**src/rtl/muldiv_pkg.sv**
```systemverilog
`default_nettype none
// ============================================================================
//  Module   : muldiv_pkg
//  Purpose  : Shared encodings for the sequential multiply/divide unit.
//             op[0] selects MULT (OP_MULT) or DIV (OP_DIV). op[1] == OP_UNS
//             selects unsigned operation when MULDIV_UNSIGNED_EN is defined.
//             It also holds the controller state enum and the default
//             operand width.
//  Revision : 1.0 - initial release
// ============================================================================
package muldiv_pkg;

    localparam int   DEFAULT_WIDTH = 32;

    // op[0] values
    localparam logic OP_MULT = 1'b0;
    localparam logic OP_DIV  = 1'b1;
    // op[1] value that requests unsigned arithmetic
    localparam logic OP_UNS  = 1'b1;

    typedef enum logic [1:0] {
        IDLE = 2'd0,
        RUN  = 2'd1,
        DONE = 2'd2
    } state_t;

endpackage
`default_nettype wire

```
**src/rtl/muldiv_negate.sv**
```systemverilog
`default_nettype none
// ============================================================================
//  Module   : muldiv_negate
//  Purpose  : Combinational conditional two's complement, y = neg ? -x : x.
//             It forms operand magnitudes and applies the result sign fix-up.
//  Ports    : x   [WIDTH-1:0]  value in
//             neg              1 = negate
//             y   [WIDTH-1:0]  value out
//  Revision : 1.0 - initial release
// ============================================================================
module muldiv_negate
    import muldiv_pkg::*;
#(
    parameter int WIDTH = DEFAULT_WIDTH
) (
    input  logic [WIDTH-1:0] x,
    input  logic             neg,
    output logic [WIDTH-1:0] y
);

    assign y = neg ? ((~x) + WIDTH'(1)) : x;

endmodule
`default_nettype wire

```
**src/rtl/muldiv_seq.sv**
```systemverilog
`default_nettype none
// ============================================================================
//  Module   : muldiv_seq
//  Purpose  : Sequential HI/LO multiply/divide unit. It performs a radix-2
//             Booth multiply or a restoring divide over WIDTH iterations.
//             It uses a start/busy/done handshake.
//             Optional macro MULDIV_UNSIGNED_EN: when defined, op[1]=1
//             selects unsigned MULTU/DIVU. When it is undefined, op[1] is
//             ignored and all ops are signed.
//  Ports    : clk, reset_n (async, active-low)
//             start, op[1:0], data_a, data_b  - request and operands
//             busy, done (1-cycle pulse)      - handshake
//             out_high (prod hi / remainder), out_low (prod lo / quotient)
//             div_zero                        - last DIV had divisor 0
//  Revision : 1.0 - initial release
// ============================================================================
module muldiv_seq
    import muldiv_pkg::*;
#(
    parameter int WIDTH = DEFAULT_WIDTH
) (
    input  logic             clk,
    input  logic             reset_n,
    input  logic             start,
    input  logic [1:0]       op,
    input  logic [WIDTH-1:0] data_a,
    input  logic [WIDTH-1:0] data_b,
    output logic             busy,
    output logic             done,
    output logic [WIDTH-1:0] out_high,
    output logic [WIDTH-1:0] out_low,
    output logic             div_zero
);

    localparam int             CNT_W    = $clog2(WIDTH + 1);
    localparam logic [CNT_W-1:0] CNT_LAST = CNT_W'(WIDTH);

    state_t           state;
    logic [CNT_W-1:0] count;
    logic [WIDTH:0]   acc;      // Booth A / restoring partial remainder
    logic [WIDTH:0]   mcand;    // extended multiplicand / zero-extended |divisor|
    logic [WIDTH-1:0] qreg;     // multiplier / dividend shifting into quotient
    logic             q_m1;
    logic             is_div;
    logic             neg_q;
    logic             neg_r;

    logic             accept;
    logic             req_div;
    logic             req_uns;
    logic             a_neg;
    logic             b_neg;
    logic [WIDTH-1:0] mag_a;
    logic [WIDTH-1:0] mag_b;

    logic [WIDTH+1:0] booth_sum;
    logic [WIDTH:0]   div_rem;
    logic [WIDTH+1:0] div_diff;
    logic             div_ge;
    logic [WIDTH:0]   acc_nxt;
    logic [WIDTH-1:0] q_nxt;
    logic [CNT_W-1:0] count_nxt;
    logic [WIDTH-1:0] mult_hi;
    logic [WIDTH-1:0] hi_raw;
    logic [WIDTH-1:0] hi_fix;
    logic [WIDTH-1:0] lo_fix;

    assign accept    = start & ~busy;
    assign req_div   = (op[0] == OP_DIV);
    assign a_neg     = ~req_uns & data_a[WIDTH-1];
    assign b_neg     = ~req_uns & data_b[WIDTH-1];
    assign count_nxt = count + CNT_W'(1);

    muldiv_negate #(.WIDTH(WIDTH)) u_abs_a (.x(data_a), .neg(a_neg), .y(mag_a));
    muldiv_negate #(.WIDTH(WIDTH)) u_abs_b (.x(data_b), .neg(b_neg), .y(mag_b));

    // One iteration of either algorithm. The final edge writes the outputs
    // from these next-state values, so no intermediate result is ever visible.
    always_comb begin
        // Booth add/sub is done one bit wider than A. An unsigned multiplicand
        // near 2^W would otherwise overflow before the arithmetic shift.
        booth_sum = {acc[WIDTH], acc};
        case ({qreg[0], q_m1})
            2'b01:   booth_sum = {acc[WIDTH], acc} + {mcand[WIDTH], mcand};
            2'b10:   booth_sum = {acc[WIDTH], acc} - {mcand[WIDTH], mcand};
            default: ;
        endcase

        div_rem  = {acc[WIDTH-1:0], qreg[WIDTH-1]};
        div_diff = {1'b0, div_rem} - {1'b0, mcand};
        div_ge   = ~div_diff[WIDTH+1];

        if (is_div) begin
            acc_nxt = div_ge ? div_diff[WIDTH:0] : div_rem;
            q_nxt   = {qreg[WIDTH-2:0], div_ge};
        end else begin
            acc_nxt = booth_sum[WIDTH+1:1];
            q_nxt   = {booth_sum[0], qreg[WIDTH-1:1]};
        end
    end

`ifdef MULDIV_UNSIGNED_EN
    logic is_uns;

    assign req_uns = (op[1] == OP_UNS);

    always_ff @(posedge clk or negedge reset_n) begin
        if (!reset_n) begin
            is_uns <= 1'b0;
        end else if (accept) begin
            is_uns <= req_uns;
        end
    end

    // The zero-extended multiplier has one more Booth step, with pair
    // (0, b[W-1]). It can only add the multiplicand into the high half, so it
    // is folded into the final edge. qreg[0] holds b[W-1] on that edge.
    assign mult_hi = acc_nxt[WIDTH-1:0] + ((is_uns && qreg[0]) ? mcand[WIDTH-1:0] : '0);
`else
    logic unused_op_uns;

    assign req_uns       = 1'b0;
    assign unused_op_uns = op[1];
    assign mult_hi       = acc_nxt[WIDTH-1:0];
`endif

    assign hi_raw = is_div ? acc_nxt[WIDTH-1:0] : mult_hi;

    // neg_q/neg_r are only ever set for DIV, so MULT passes straight through.
    muldiv_negate #(.WIDTH(WIDTH)) u_fix_lo (.x(q_nxt),  .neg(neg_q), .y(lo_fix));
    muldiv_negate #(.WIDTH(WIDTH)) u_fix_hi (.x(hi_raw), .neg(neg_r), .y(hi_fix));

    always_ff @(posedge clk or negedge reset_n) begin
        if (!reset_n) begin
            state    <= IDLE;
            busy     <= 1'b0;
            done     <= 1'b0;
            out_high <= '0;
            out_low  <= '0;
            div_zero <= 1'b0;
            count    <= '0;
            acc      <= '0;
            mcand    <= '0;
            qreg     <= '0;
            q_m1     <= 1'b0;
            is_div   <= 1'b0;
            neg_q    <= 1'b0;
            neg_r    <= 1'b0;
        end else begin
            done <= 1'b0;
            if (accept) begin
                busy     <= 1'b1;
                count    <= '0;
                acc      <= '0;
                q_m1     <= 1'b0;
                is_div   <= req_div;
                neg_q    <= req_div & (a_neg ^ b_neg);
                neg_r    <= req_div & a_neg;
                div_zero <= req_div & (data_b == '0);
                if (op[0] == OP_MULT) begin
                    qreg  <= data_b;
                    mcand <= {a_neg, data_a};
                    state <= RUN;
                end else if (data_b == '0) begin
                    // Divide-by-zero skips RUN. The raw dividend is parked in
                    // qreg and becomes out_high on the next edge.
                    qreg  <= data_a;
                    state <= DONE;
                end else begin
                    qreg  <= mag_a;
                    mcand <= {1'b0, mag_b};
                    state <= RUN;
                end
            end else begin
                case (state)
                    RUN: begin
                        acc   <= acc_nxt;
                        qreg  <= q_nxt;
                        q_m1  <= qreg[0];
                        count <= count_nxt;
                        if (count_nxt == CNT_LAST) begin
                            out_high <= hi_fix;
                            out_low  <= lo_fix;
                            busy     <= 1'b0;
                            done     <= 1'b1;
                            state    <= DONE;
                        end
                    end
                    DONE: begin
                        // busy still set here means a divide-by-zero completion
                        if (busy) begin
                            out_high <= qreg;
                            out_low  <= '1;
                            busy     <= 1'b0;
                            done     <= 1'b1;
                        end else begin
                            state <= IDLE;
                        end
                    end
                    default: ;
                endcase
            end
        end
    end

endmodule
`default_nettype wire
```
**config.mk**
```make
export PLATFORM = sky130hd
export DESIGN_NAME = muldiv_seq
export DESIGN_NICKNAME = d
export VERILOG_FILES = /design/src/rtl/muldiv_pkg.sv /design/src/rtl/muldiv_negate.sv /design/src/rtl/muldiv_seq.sv
export SDC_FILE = /design/constraint.sdc
export NUM_CORES = 1
export LEC_CHECK = 0
export CAP_MARGIN = 40
export CORE_MARGIN = 4
export CORE_UTILIZATION = 50
export DETAILED_ROUTE_END_ITERATION = 10
export PLACE_DENSITY = 0.72
export RECOVER_POWER = 100
export SYNTH_ARGS = -nofsm -noshare
export SYNTH_HDL_FRONTEND = slang
export SYNTH_SLANG_ARGS = --single-unit
```
**constraint.sdc**
```tcl
create_clock -name clk -period 9.9 [get_ports clk]
set_input_delay 1.98 -clock clk [delete_from_list [all_inputs] [get_ports clk]]
set_output_delay 1.98 -clock clk [all_outputs]
set_load 0.05 [all_outputs]
```
## Word level (Yosys, flattened, before mapping)

Index checks and enable logic that the tools add are counted.

| storage, ports and cells | value |
|---|---|
| word-level logic and storage cells | 94 |
| input bits | 69 |
| register bits | 177 |
| output and inout bits | 67 |

| cells by class | value |
|---|---|
| add/subtract/negate cells | 8 |
| reduce and logical (&&, ||, !) cells | 10 |
| eq/ne operators | 10 |
| bitwise logic cells | 12 |
| mux-type cells | 39 |

Operator list:

| operator | count |
|---|---|
| 2-to-1 mux 32 bit | 13 |
| 2-to-1 mux 33 bit | 6 |
| adder 32 x 1 -> 32 bit, second input constant | 4 |
| inverter 32 bit | 4 |
| case mux 32 bit (2 select lines) | 2 |
| case mux 34 bit (2 select lines) | 1 |
| subtractor 33 x 33 -> 34 bit | 2 |
| adder 33 x 33 -> 34 bit | 1 |
| zero test 32 bit | 1 |
| 2-to-1 mux 6 bit | 2 |
| 2-to-1 mux 2 bit | 5 |
| 2-to-1 mux 1 bit | 7 |
| adder 6 x 1 -> 6 bit, second input constant | 1 |
| == test 6 bit, second input constant | 1 |
| inequality test 2 bit, second input constant | 3 |
| inequality test 3 bit, second input constant | 2 |
| AND reduction 2 bit | 3 |
| AND 1 bit | 4 |
| == test 2 x 1 -> 1 bit, second input constant | 2 |
| == test 2 bit, second input constant | 2 |
| case mux 1 bit (2 select lines) | 2 |
| case mux 2 bit (2 select lines) | 1 |
| AND reduction 4 bit | 1 |
| nonzero test 2 bit | 2 |
| 5 further kinds | 7 |

## Depth between registers and ports, before layout

Gate-level depths: netlist (run 1).

| logic depth | value |
|---|---|
| depth in word-level cells | 8 |
| gate-level depth with buffers | 24 |
| mapped depth without buffers | 23 |

## By module

Synthesis (run 1) repeated with hierarchy kept, for this count alone.

| unflattened totals | value |
|---|---|
| cell total of the unflattened synthesis | 2047 |
| area, all modules | 17299.1 sq um |

By module, submodules not included:

| module | sequential area each (sq um) | cells each | instances | area an instance (sq um) |
|---|---|---|---|---|
| muldiv_seq | 4429.2 | 1651 | 1 | 14191.1 |
| muldiv_negate | 0.0 | 99 | 4 | 777.0 |

## Least setup slack after synthesis (run 1)

No wires, ideal clock.

| timing path | value |
|---|---|
| path type | in2reg |
| start point | input data_b[3] |
| end point | register mcand[27] |
| stages | 12 |
| arrival | 4.977 ns |
| data required time | 9.824 ns |
| setup slack | 4.847 ns |
| library setup time | 0.076 ns |
| buffers on the path | 0 |
| cells stage by stage | or3_4 > nor3_4 > nand3_2 > or4_4 > or3_1 > or4_4 > or3_4 > or4_4 > o21ai_2 > xnor2_1 > mux2i_1 > o21ai_1 |

| between the ends | value |
|---|---|
| word-level cells in the longest chain between the ends | 5 |
| elaborated cells between the ends (all ways) | 8 |
| those cells by class | 1 x add/sub; 1 x eq/ne; 3 x mux; 1 x bitwise; 2 x reduce/logical |

Ends and longest elaborated chain:

| item | RTL line | RTL |
|---|---|---|
| start: declaration | muldiv_seq.sv:27 | `input logic [WIDTH-1:0] data_b,` |
| inverter 32 bit | muldiv_negate.sv:21 | `assign y = neg ? ((~x) + WIDTH'(1)) : x;` |
| adder 32 x 1 -> 32 bit | muldiv_negate.sv:21 |  |
| 2-to-1 mux 32 bit | muldiv_negate.sv:21 |  |
| 2-to-1 mux 33 bit | muldiv_seq.sv:164 | `end else if (data_b == '0) begin` |
| 2-to-1 mux 33 bit | muldiv_seq.sv:160 | `if (op[0] == OP_MULT) begin` |
| end signal: assignment | muldiv_seq.sv:162 | `mcand <= {a_neg, data_a};` |
| end signal: assignment | muldiv_seq.sv:171 | `mcand <= {1'b0, mag_b};` |
| end: declaration | muldiv_seq.sv:41 | `logic [WIDTH:0] mcand;` |

Parallel ways exist; a longest one is shown, timed or not. The select of a mux whose other input is x is not followed.
A chain may end at the register's enable or synchronous reset.

## Final worst setup path (run 1)

| timing path | value |
|---|---|
| start point | input start |
| end point | register out_high[23] |

| between the ends | value |
|---|---|
| word-level cells in the longest chain between the ends | 3 |

Ends and longest elaborated chain:

| item | RTL line | RTL |
|---|---|---|
| start: declaration | muldiv_seq.sv:24 | `input logic start,` |
| AND 1 bit | muldiv_seq.sv:68 | `assign accept = start & ~busy;` |
| inverter 1 bit (no source line) | - |  |
| AND reduction 4 bit (no source line) | - |  |
| end signal: assignment | muldiv_seq.sv:182 | `out_high <= hi_fix;` |
| end signal: assignment | muldiv_seq.sv:192 | `out_high <= qreg;` |
| end: declaration | muldiv_seq.sv:30 | `output logic [WIDTH-1:0] out_high,` |

No other way between the ends.

==> results.tsv, run 1 <==
stage	metric	value	unit
outcome	status	complete, but fails checks	
outcome	failing checks	capacitance limit, slew limit	
global_routing	grt total ovfl	0	
routing	wire per inst	21.57	um
floorplan	num rows	67	
synthesis	Post-Synth Adder-Cell Area	0.05785	
sta	fin worst setup slack	2.407	ns
critical_path	WP data required	10.23	ns
final_layout	fin cells	2722	
critical_path	CP peak stage delay	1.88	ns
sta	RSZ-0062 raised after global routing	false	
placed_design	placed cell count	2690	
clock_tree	number of buffers created by CTS	17	
routing	Residual DRC	0	
synthesis	Yosys top cell by area	dfrtp_1	
synthesis	synthesized cell area	16910	sq um
run	max-cap violation count	6	
critical_path	most used cell, CP	clkbuf_1	
clock_tree	CTS resizes	0	
final_layout	P&R area growth vs syn	12.64	%
sta	setup_tns	0	ns
synthesis	number of synthesized flops with an enable pin	0	
routing	Via Count	17520	
synthesis	mean cell area of the mapped netlist	7.646	sq um
synthesis	Unique masters post-synth	101	
synthesis	synthesis warning total	0	
global_routing	global-route wire length before repair	93060	um
synthesis	#FFs+latches synth	177	
synthesis	Synth area leaders	dfrtp_1 (26%), o21ai_0 (6.5%), a21oi_1 (6.0%)	
critical_path	Crit path buffers/inverters	4	
synthesis	register area share after synthesis	0.2619	
critical_path	Crit Path Max Fanout	60	
clock_tree	root buffer cell	clkbuf_16	
critical_path	Worst path slowest cell	clkbuf_1	
synthesis	xor and xnor area share after synthesis	0.09477	
worst_hold_path	Worst Hold Class	reg -> reg	
clock_tree	H-tree levels	4	
clock_tree	clock sink total	177	
floorplan	Core ar.	33450	sq um
placed_design	Final HPWL DP	45520	um
critical_path	worst-path cell chain	dlygate4sd3_1 -> nor2b_1 -> clkbuf_1 -> nor3_1 -> and2_2 -> clkbuf_1 -> nor2_1 -> clkbuf_1 -> a221o_1	
routing	WL final	58720	um
final_layout	layout cells sized above 1	0.04090	
critical_path	Critical Path Source Type	primary input	
clock_tree	Hold-fix buffers, CTS	0	
floorplan	IO Pins	136	
routing	number of routed nets with antenna violations	0	
floorplan	Die Y	191.9	um
synthesis	Post-Synthesis Cells	2212	
sta	fin crit share	0.7569	
synthesis	largest family of logic cells by synthesized area	compound AO/OA/AOI/OAI gates	
synthesis	top-area cell type share of the netlist area	0.2619	
sta	Slew Viols, Final	330	
clock_tree	CTS tree	done	
sta	Slew HR	-1.917	
final_layout	most common cell after layout, fill and taps aside	nand2_1	
clock_tree	Clock Latency Late Sink	0.46	ns
synthesis	post-synthesis mux area share	0.04994	
synthesis	compound-cell area share of the yosys netlist	0.2776	
global_routing	largest net degree at the start of global routing	82	
placed_design	Place WS	3.784	ns
final_layout	post-layout util	0.5695	
final_layout	fillcell total	3096	
synthesis	simple-gate share of the synthesized area	0.2096	
floorplan	Initial Util	0.5056	
sta	maximum clock rate	0.1334	GHz
synthesis	Mapped Nets	2358	
critical_path	delay-heaviest family, CP	buffers and inverters	
critical_path	Setup crit end kind	flop	
routing	DR pass1 iterations	6	
critical_path	WS Path Type	in -> reg	
floorplan	die width	191.9	um
synthesis	Most used DFF post-synth	dfrtp_1	
sta	Slew @ Worst Pin	4.375	ns
placed_design	gp weighted congestion	1.010	
sta	Worst Skew	0.01343	ns
sta	post-layout minimum cycle time	7.493	ns
critical_path	Critical Path AT	7.82	ns
routing	drt via density	6.435	
sta	Hold Vio Cnt, Final	0	
placed_design	I/O Buffers	134	
global_routing	initial antenna violation count	0	
clock_tree	Setup Fix Bufs, Post-CTS	0	
final_layout	nets	2407	
sta	endpoints failing setup	0	
final_layout	most frequent cells in the layout	nand2_1 (258), nor2_1 (225), o21ai_0 (221)	
global_routing	vias in the first global route	16660	
final_layout	antenna cells	0	
clock_tree	clock transition at the registers of the reported paths	0.07	ns
synthesis	Synth async-reset ratio	1.000	
routing	DRT iter0 DRCs	1685	
floorplan	Die ar.	36830	sq um
clock_tree	Longest Clk Path Bufs	2	
global_routing	Total GRT Usage	0.3204	
[layer usage]
metal  share of wire  wire (um)  track usage
met1            0.42      24770       0.4335
met2            0.44      25790       0.4966
met3           0.080       4692      0.05107
met4           0.059       3455       0.1630
met5               0          0            0
[flip-flops by register name (all words and copies together) (netlist names)]
name / flops
state: 2
qreg: 32
out_high: 32
count: 6
div_zero: 1
is_div: 1
busy: 1
q_m1: 1
neg_q: 1
neg_r: 1
out_low: 32
done: 1
mcand: 33
acc: 33
[final timing paths]
check | from | endpoint | slack (ns) | cells after the start
setup / recovery | start | out_high[23] | 2.41 | 9
hold / removal | out_high[17] | out_high[17] | 0.49 | 2
setup reg to reg | mcand[1] | out_high[29] | 3.55 | 21
hold reg to reg | out_high[17] | out_high[17] | 0.49 | 2
max in group asynchronous | reset_n | is_div | 3.23 | 4
min in group asynchronous | reset_n | acc[21] | 1.79 | 1
[synth_stat cells, drive strengths merged (33+ instances only)]
| cell | number |
|---|---|
| clkbuf | 93 |
| nand3 | 46 |
| o21ai | 227 |
| xnor2 | 111 |
| nand2 | 259 |
| ha | 75 |
| nor2 | 227 |
| inv | 66 |
| dfrtp | 177 |
| a21oi | 208 |
| o31ai | 33 |
| xor2 | 72 |
| buf | 37 |
| mux2i | 81 |
| nor3 | 40 |
| a31oi | 35 |
[cell type report]
type,count,area (sq um),share of cell area
Multi-Input combinational cell,1835,11660,0.6122
Sequential cell,177,4431,0.2326
Timing Repair Buffer,161,1582,0.08302
Tap cell,448,560.5,0.02943
Clock buffer,22,454.2,0.02384
Inverter,69,259.0,0.01360
Clock inverter,10,101.3,0.005320
[kinds of logic after synthesis]
kind of cell	count (synthesis)
DFF	177
buffers and inverters	200
xor gates and xnor gates	183
AOI/OAI and AO/OA	739
adders and majority gates	77
muxes	84
and+or+nand+nor	752
[worst register-to-register path, cell delays in order, from the launching register on]
cell	delay, ns
dfrtp_1	0.41
inv_1	0.17
ha_1	0.23
nand2_1	0.06
nor3_1	0.50
nand3_1	0.30
nor2_1	0.32
nand2_1	0.13
nor4_1	0.58
a41oi_1	0.22
xnor2_1	0.17
ha_1	0.33
and2_0	0.23
nand3_1	0.11
nand3_1	0.11
a2111oi_0	0.85
or3_1	0.21
nand3_1	0.10
o211ai_1	0.24
nand3_1	0.19
or4b_1	0.53
a32o_1	0.25
[stage by stage]
stage,hold slack [ns],cell area (sq um)
floorplan,0.4642,16910
global placement,0.4724,18450
detailed placement,0.4786,18590
CTS,0.4946,19140
global route,0.5110,19050
finish,0.4859,19050
Power of run 1 is left out: the tool's default activity adds up to more than one toggle a clock period on the data nets, which glitch-free logic cannot reach.
==> inputs of run 2 (changes only) <==
clock period = 7.6 ns   (was 9.9 ns; I/O delays follow)
==> run 2 against run 1 <==
Net effect: clock-buffer cell count decreased by 5; utilization about the same; sequential share of layout area about the same; first-iteration DRC count increased by 17%; critical endpoint is now mcand[17]; cell count about the same; the run still ends with capacitance limit, slew limit left; register-to-register slack got worse by 2.4 ns; sequential cell count unchanged.
==> results.tsv, run 2 (synthesis gave the netlist of run 1 again) <==
stage	metric	value	unit
global_routing	Total GRT Usage	0.3279	
run	max-cap violation count	7	
sta	maximum clock rate	0.1471	GHz
sta	endpoints failing setup	0	
outcome	failing checks	capacitance limit, slew limit	
sta	Slew Viols, Final	351	
clock_tree	Hold-fix buffers, CTS	0	
critical_path	Critical Path AT	7.07	ns
critical_path	R2R depth	21	
floorplan	Core ar.	33450	sq um
critical_path	R2R setup slack	1.17	ns
global_routing	initial antenna violation count	1	
global_routing	grt total ovfl	0	
placed_design	Final HPWL DP	47060	um
clock_tree	root buffer cell	clkbuf_16	
clock_tree	clock transition at the registers of the reported paths	0.07	ns
critical_path	R2R Path End	out_high[30]	
sta	Slew HR	-1.025	
clock_tree	clock sink total	177	
worst_hold_path	Worst Hold End	out_high[1]	
routing	DRT iter0 DRCs	1968	
routing	Via Count	17560	
critical_path	Critical Path Source Type	primary input	
clock_tree	CTS resizes	0	
final_layout	nets	2406	
sta	Slew @ Worst Pin	3.038	ns
floorplan	num rows	67	
global_routing	largest net degree at the start of global routing	82	
outcome	status	complete, but fails checks	
worst_hold_path	Worst Hold Class	reg -> reg	
routing	wire per inst	22.50	um
routing	WL final	61210	um
global_routing	vias in the first global route	16260	
critical_path	worst-path cell chain	dlygate4sd3_1 -> nor2b_1 -> clkbuf_1 -> clkbuf_1 -> o21ai_2 -> buf_4 -> nand2_1 -> o21ai_0	
floorplan	Die ar.	36830	sq um
critical_path	Worst setup startpoint	start	
sta	Hold Vio Cnt, Final	0	
clock_tree	Longest Clk Path Bufs	2	
critical_path	reg2reg start	mcand[1]	
critical_path	Crit Path Max Fanout	52	
clock_tree	Clock Latency Late Sink	0.46	ns
critical_path	WP data required	7.87	ns
final_layout	most frequent cells in the layout	nand2_1 (258), nor2_1 (225), o21ai_0 (221)	
critical_path	Setup crit end kind	flop	
placed_design	gp weighted congestion	1.011	
clock_tree	Setup Fix Bufs, Post-CTS	0	
worst_hold_path	min-delay src	out_high[1]	
clock_tree	CTS tree	done	
floorplan	die width	191.9	um
sta	post-layout minimum cycle time	6.799	ns
floorplan	Die Y	191.9	um
critical_path	CP peak stage delay	1.85	ns
final_layout	biggest regs	acc x33, mcand x33	
final_layout	P&R area growth vs syn	12.60	%
critical_path	most used cell, CP	clkbuf_1	
sta	Worst Skew	0.01753	ns
final_layout	most common cell after layout, fill and taps aside	nand2_1	
routing	drt via density	6.452	
sta	setup_tns	0	ns
critical_path	WS Path Type	in -> reg	
floorplan	Initial Util	0.5056	
critical_path	Worst path slowest cell	clkbuf_1	
routing	number of routed nets with antenna violations	0	
global_routing	global-route wire length before repair	94120	um
final_layout	layout cells sized above 1	0.04048	
routing	DR pass1 iterations	6	
clock_tree	H-tree levels	4	
sta	fin crit share	0.8946	
final_layout	post-layout util	0.5693	
clock_tree	number of buffers created by CTS	17	
routing	Residual DRC	0	
worst_hold_path	Hold Path Depth	2	
placed_design	I/O Buffers	134	
final_layout	antenna cells	0	
floorplan	IO Pins	136	
sta	RSZ-0062 raised after global routing	false	
==> run 2: cell count changes in the layout (fill, tap and decap cells not counted), sizes merged <==
| cell | previous run | this run |
|---|---|---|
| inv | 69 | 73 |
| clkdlybuf4s50 | 62 | 63 |
| buf | 21 | 18 |
| clkbuf | 30 | 27 |
| bufinv | 1 | 2 |
| dlygate4sd3 | 70 | 69 |
==> run 2: how the worst max path moves through the flow <==
stage | to | slack [ns] | depth (start not counted)
6_report | mcand[17] | 0.80 | 8
3_3_place_gp | out_high[29] | 1.56 | 21
5_1_grt | is_div | 0.35 | 2
4_1_cts | out_high[29] | 1.40 | 21
3_5_place_dp | out_high[30] | 1.44 | 21
2_1_floorplan | out_high[29] | 2.65 | 21
==> run 2: cell type report <==
cell class,count,area (sq um)
clock inverters,15,191.4
clock buffers,17,425.4
well taps,448,560.5
fillers,3143,14410
multi-input cells,1835,11650
flip-flops and latches,177,4431
inverters,69,259.0
repair buffers,160,1528
==> run 2: worst max-delay path: cells and delay by family <==
kind                   cells  cell delay [ns]
AO/OA/AOI/OAI              2             1.12
buffers and inverters      4             4.13
AND/OR/NAND/NOR            2             0.24
==> run 2: per-stage QoR <==
stage / area [sq um] / hold WS [ns] / setup slack, ns / cells
global placement: 18460 / 0.4759 / 1.562 / 2685
floorplan: 16910 / 0.4642 / 2.652 / 2212
detailed placement: 18540 / 0.4731 / 1.440 / 2689
global route: 19040 / 0.5238 / 0.3534 / 2721
finish: 19040 / 0.4829 / 0.8014 / 2721
CTS: 19160 / 0.4900 / 1.403 / 2721
==> run 2: layer usage <==
metal  part of all wire  global-route usage  up-vias  wire length (um)
li1                   -                   -     8162                 -
met1               0.42              0.4502     8434             25870
met2               0.46              0.5213      803             28010
met3              0.073             0.03980      154              4449
met4              0.047              0.1434        2              2866
met5            0.00021                   0        -                13
Power of run 2 is left out for the same reason.
==> inputs of run 3 (changes only) <==
ABC_AREA = 1   (was default)
CELL_PAD_IN_SITES_DETAIL_PLACEMENT = 1   (was default)
CELL_PAD_IN_SITES_GLOBAL_PLACEMENT = 1   (was default)
CORE_MARGIN = default   (was 4)
CORE_UTILIZATION = 43   (was 50)
PLACE_DENSITY = 0.85   (was 0.72)
==> run 3 against run 2 <==
Net effect: the flow still finishes with violations (capacitance limit, slew limit); utilization is 7.4 points lower; area after synthesis is 8.8% higher; critical path depth is 2 higher; cell area is 9.5% higher; critical endpoint is now mcand[20].
==> results.tsv, run 3 <==
stage	metric	value	unit
synthesis	Most used DFF post-synth	dfrtp_1	
sta	endpoints failing setup	0	
placed_design	Final HPWL DP	67070	um
synthesis	Yosys top cell by area	dfrtp_1	
routing	drt via density	5.864	
routing	Residual DRC	0	
clock_tree	clock transition at the registers of the reported paths	0.08	ns
clock_tree	CTS resizes	0	
critical_path	WS Path Type	in -> reg	
global_routing	largest net degree at the start of global routing	72	
floorplan	Die ar.	43600	sq um
clock_tree	Hold-fix buffers, CTS	0	
floorplan	num rows	75	
sta	Worst Hold Slack	0.4753	ns
sta	fin crit share	0.8560	
sta	Slew HR	-0.5652	
floorplan	die width	208.8	um
synthesis	register area share after synthesis	0.2408	
sta	RSZ-0062 raised after global routing	false	
clock_tree	number of buffers created by CTS	17	
placed_design	placed cell count	3610	
sta	setup_tns	0	ns
routing	wire per inst	22.99	um
critical_path	WP data required	7.94	ns
synthesis	mean cell area of the mapped netlist	6.102	sq um
global_routing	global-route wire length before repair	128400	um
sta	Worst Skew	0.01912	ns
placed_design	I/O Buffers	134	
routing	number of routed nets with antenna violations	0	
final_layout	P&R area growth vs syn	13.33	%
floorplan	Initial Util	0.4375	
final_layout	most common cell after layout, fill and taps aside	nand2_1	
clock_tree	Longest Clk Path Bufs	2	
global_routing	met1 usage	0.4854	
synthesis	number of synthesized flops with an enable pin	0	
synthesis	most frequent cell after synthesis	nand2_1	
outcome	failing checks	capacitance limit, slew limit	
final_layout	post-layout util	0.4958	
critical_path	Setup crit end kind	flop	
routing	Via Count	21360	
synthesis	top-area cell type share of the netlist area	0.2408	
synthesis	#FFs+latches synth	177	
synthesis	Unique masters post-synth	60	
run	max-cap violation count	3	
synthesis	synthesized cell area	18390	sq um
global_routing	grt met2 use	0.6283	
global_routing	met3 Track Usage GR	0.05365	
global_routing	Most Crowded Layer GR	met2	
synthesis	Synth async-reset ratio	1.000	
routing	WL final	83730	um
critical_path	Crit Path Max Fanout	38	
clock_tree	clock sink total	177	
final_layout	biggest regs	acc x33, mcand x33	
final_layout	layout cells sized above 1	0.04705	
floorplan	Core ar.	42040	sq um
synthesis	Post-Synthesis Cells	3014	
global_routing	grt total ovfl	0	
clock_tree	Clock Latency Late Sink	0.50	ns
worst_hold_path	Worst Hold Class	reg -> reg	
synthesis	Mapped Nets	3160	
global_routing	initial antenna violation count	1	
routing	DRT iter0 DRCs	1554	
synthesis	synthesis warning total	0	
routing	DR pass1 iterations	5	
clock_tree	CTS tree	done	
critical_path	Critical Path AT	6.84	ns
critical_path	Critical Path Source Type	primary input	
clock_tree	H-tree levels	4	
sta	post-layout minimum cycle time	6.505	ns
final_layout	nets	3236	
final_layout	most frequent cells in the layout	nand2_1 (820), inv_1 (469), nor2_1 (283)	
floorplan	Die Y	208.8	um
global_routing	Total GRT Usage	0.3857	
sta	Hold Vio Cnt, Final	0	
final_layout	fin cells	3642	
sta	Slew @ Worst Pin	2.348	ns
placed_design	gp weighted congestion	1.020	
outcome	status	complete, but fails checks	
synthesis	Synth area leaders	dfrtp_1 (24%), nand2_1 (17%), inv_1 (9.6%)	
global_routing	vias in the first global route	21790	
synthesis	list of most frequent post-synthesis cells	nand2_1 (820), inv_1 (468), nor2_1 (284)	
floorplan	IO Pins	136	
sta	Slew Viols, Final	82	
clock_tree	Setup Fix Bufs, Post-CTS	0	
sta	maximum clock rate	0.1537	GHz
clock_tree	root buffer cell	clkbuf_16	
final_layout	antenna cells	0	
## run 3: final cells by class
| type | count | area, sq um |
|---|---|---|
| inverters | 484 | 1817 |
| multi-input cells | 2248 | 11640 |
| clock inverters | 15 | 229.0 |
| well taps | 539 | 674.4 |
| flip-flops and latches | 177 | 4433 |
| clock buffers | 17 | 425.4 |
| repair buffers | 162 | 1623 |
| fillers | 5793 | 21200 |
## run 3: final timing paths
kind	start	to	slack, ns	depth (start not counted)
max	start	mcand[20]	1.09	10
min	out_high[29]	out_high[29]	0.48	2
max reg2reg	mcand[1]	out_high[31]	1.92	32
min reg2reg	out_high[29]	out_high[29]	0.48	2
max in group asynchronous	reset_n	out_high[26]	3.54	3
min in group asynchronous	reset_n	out_low[20]	1.72	1
## run 3: logic make-up after synthesis
kind of cell,Yosys count,share of synthesized area
AOI/OAI and AO/OA,558,0.1752
xor gates and xnor gates,130,0.06191
adders and majority gates,77,0.05320
buffers and inverters,589,0.1257
DFF,177,0.2408
and+or+nand+nor,1483,0.3432
## run 3: per-stage QoR
| stage | setup WS [ns] | instance area (sq um) |
|---|---|---|
| after floorplan | 3.480 | 18390 |
| after global placement | 2.191 | 20080 |
| after detailed placement | 2.088 | 20230 |
| after CTS | 2.108 | 20890 |
| after global routing | 0.9582 | 20840 |
| final | 1.095 | 20840 |
## run 3: metal layers
layer	routed length [um]	vias up
met5	13	-
met4	5266	2
met3	4780	217
met2	38450	793
met1	35220	10480
li1	-	9866
## run 3: worst max-delay path, stage by stage
cell and delay, ns:
dlygate4sd3_1 0.55, nand2_1 0.08, clkbuf_1 1.50, inv_1 0.18, clkbuf_1 0.62, o21ai_0 0.78, inv_1 0.80, buf_12 0.40
o221ai_1 0.20, o21ai_0 0.18
Power of run 3 is left out for the same reason.
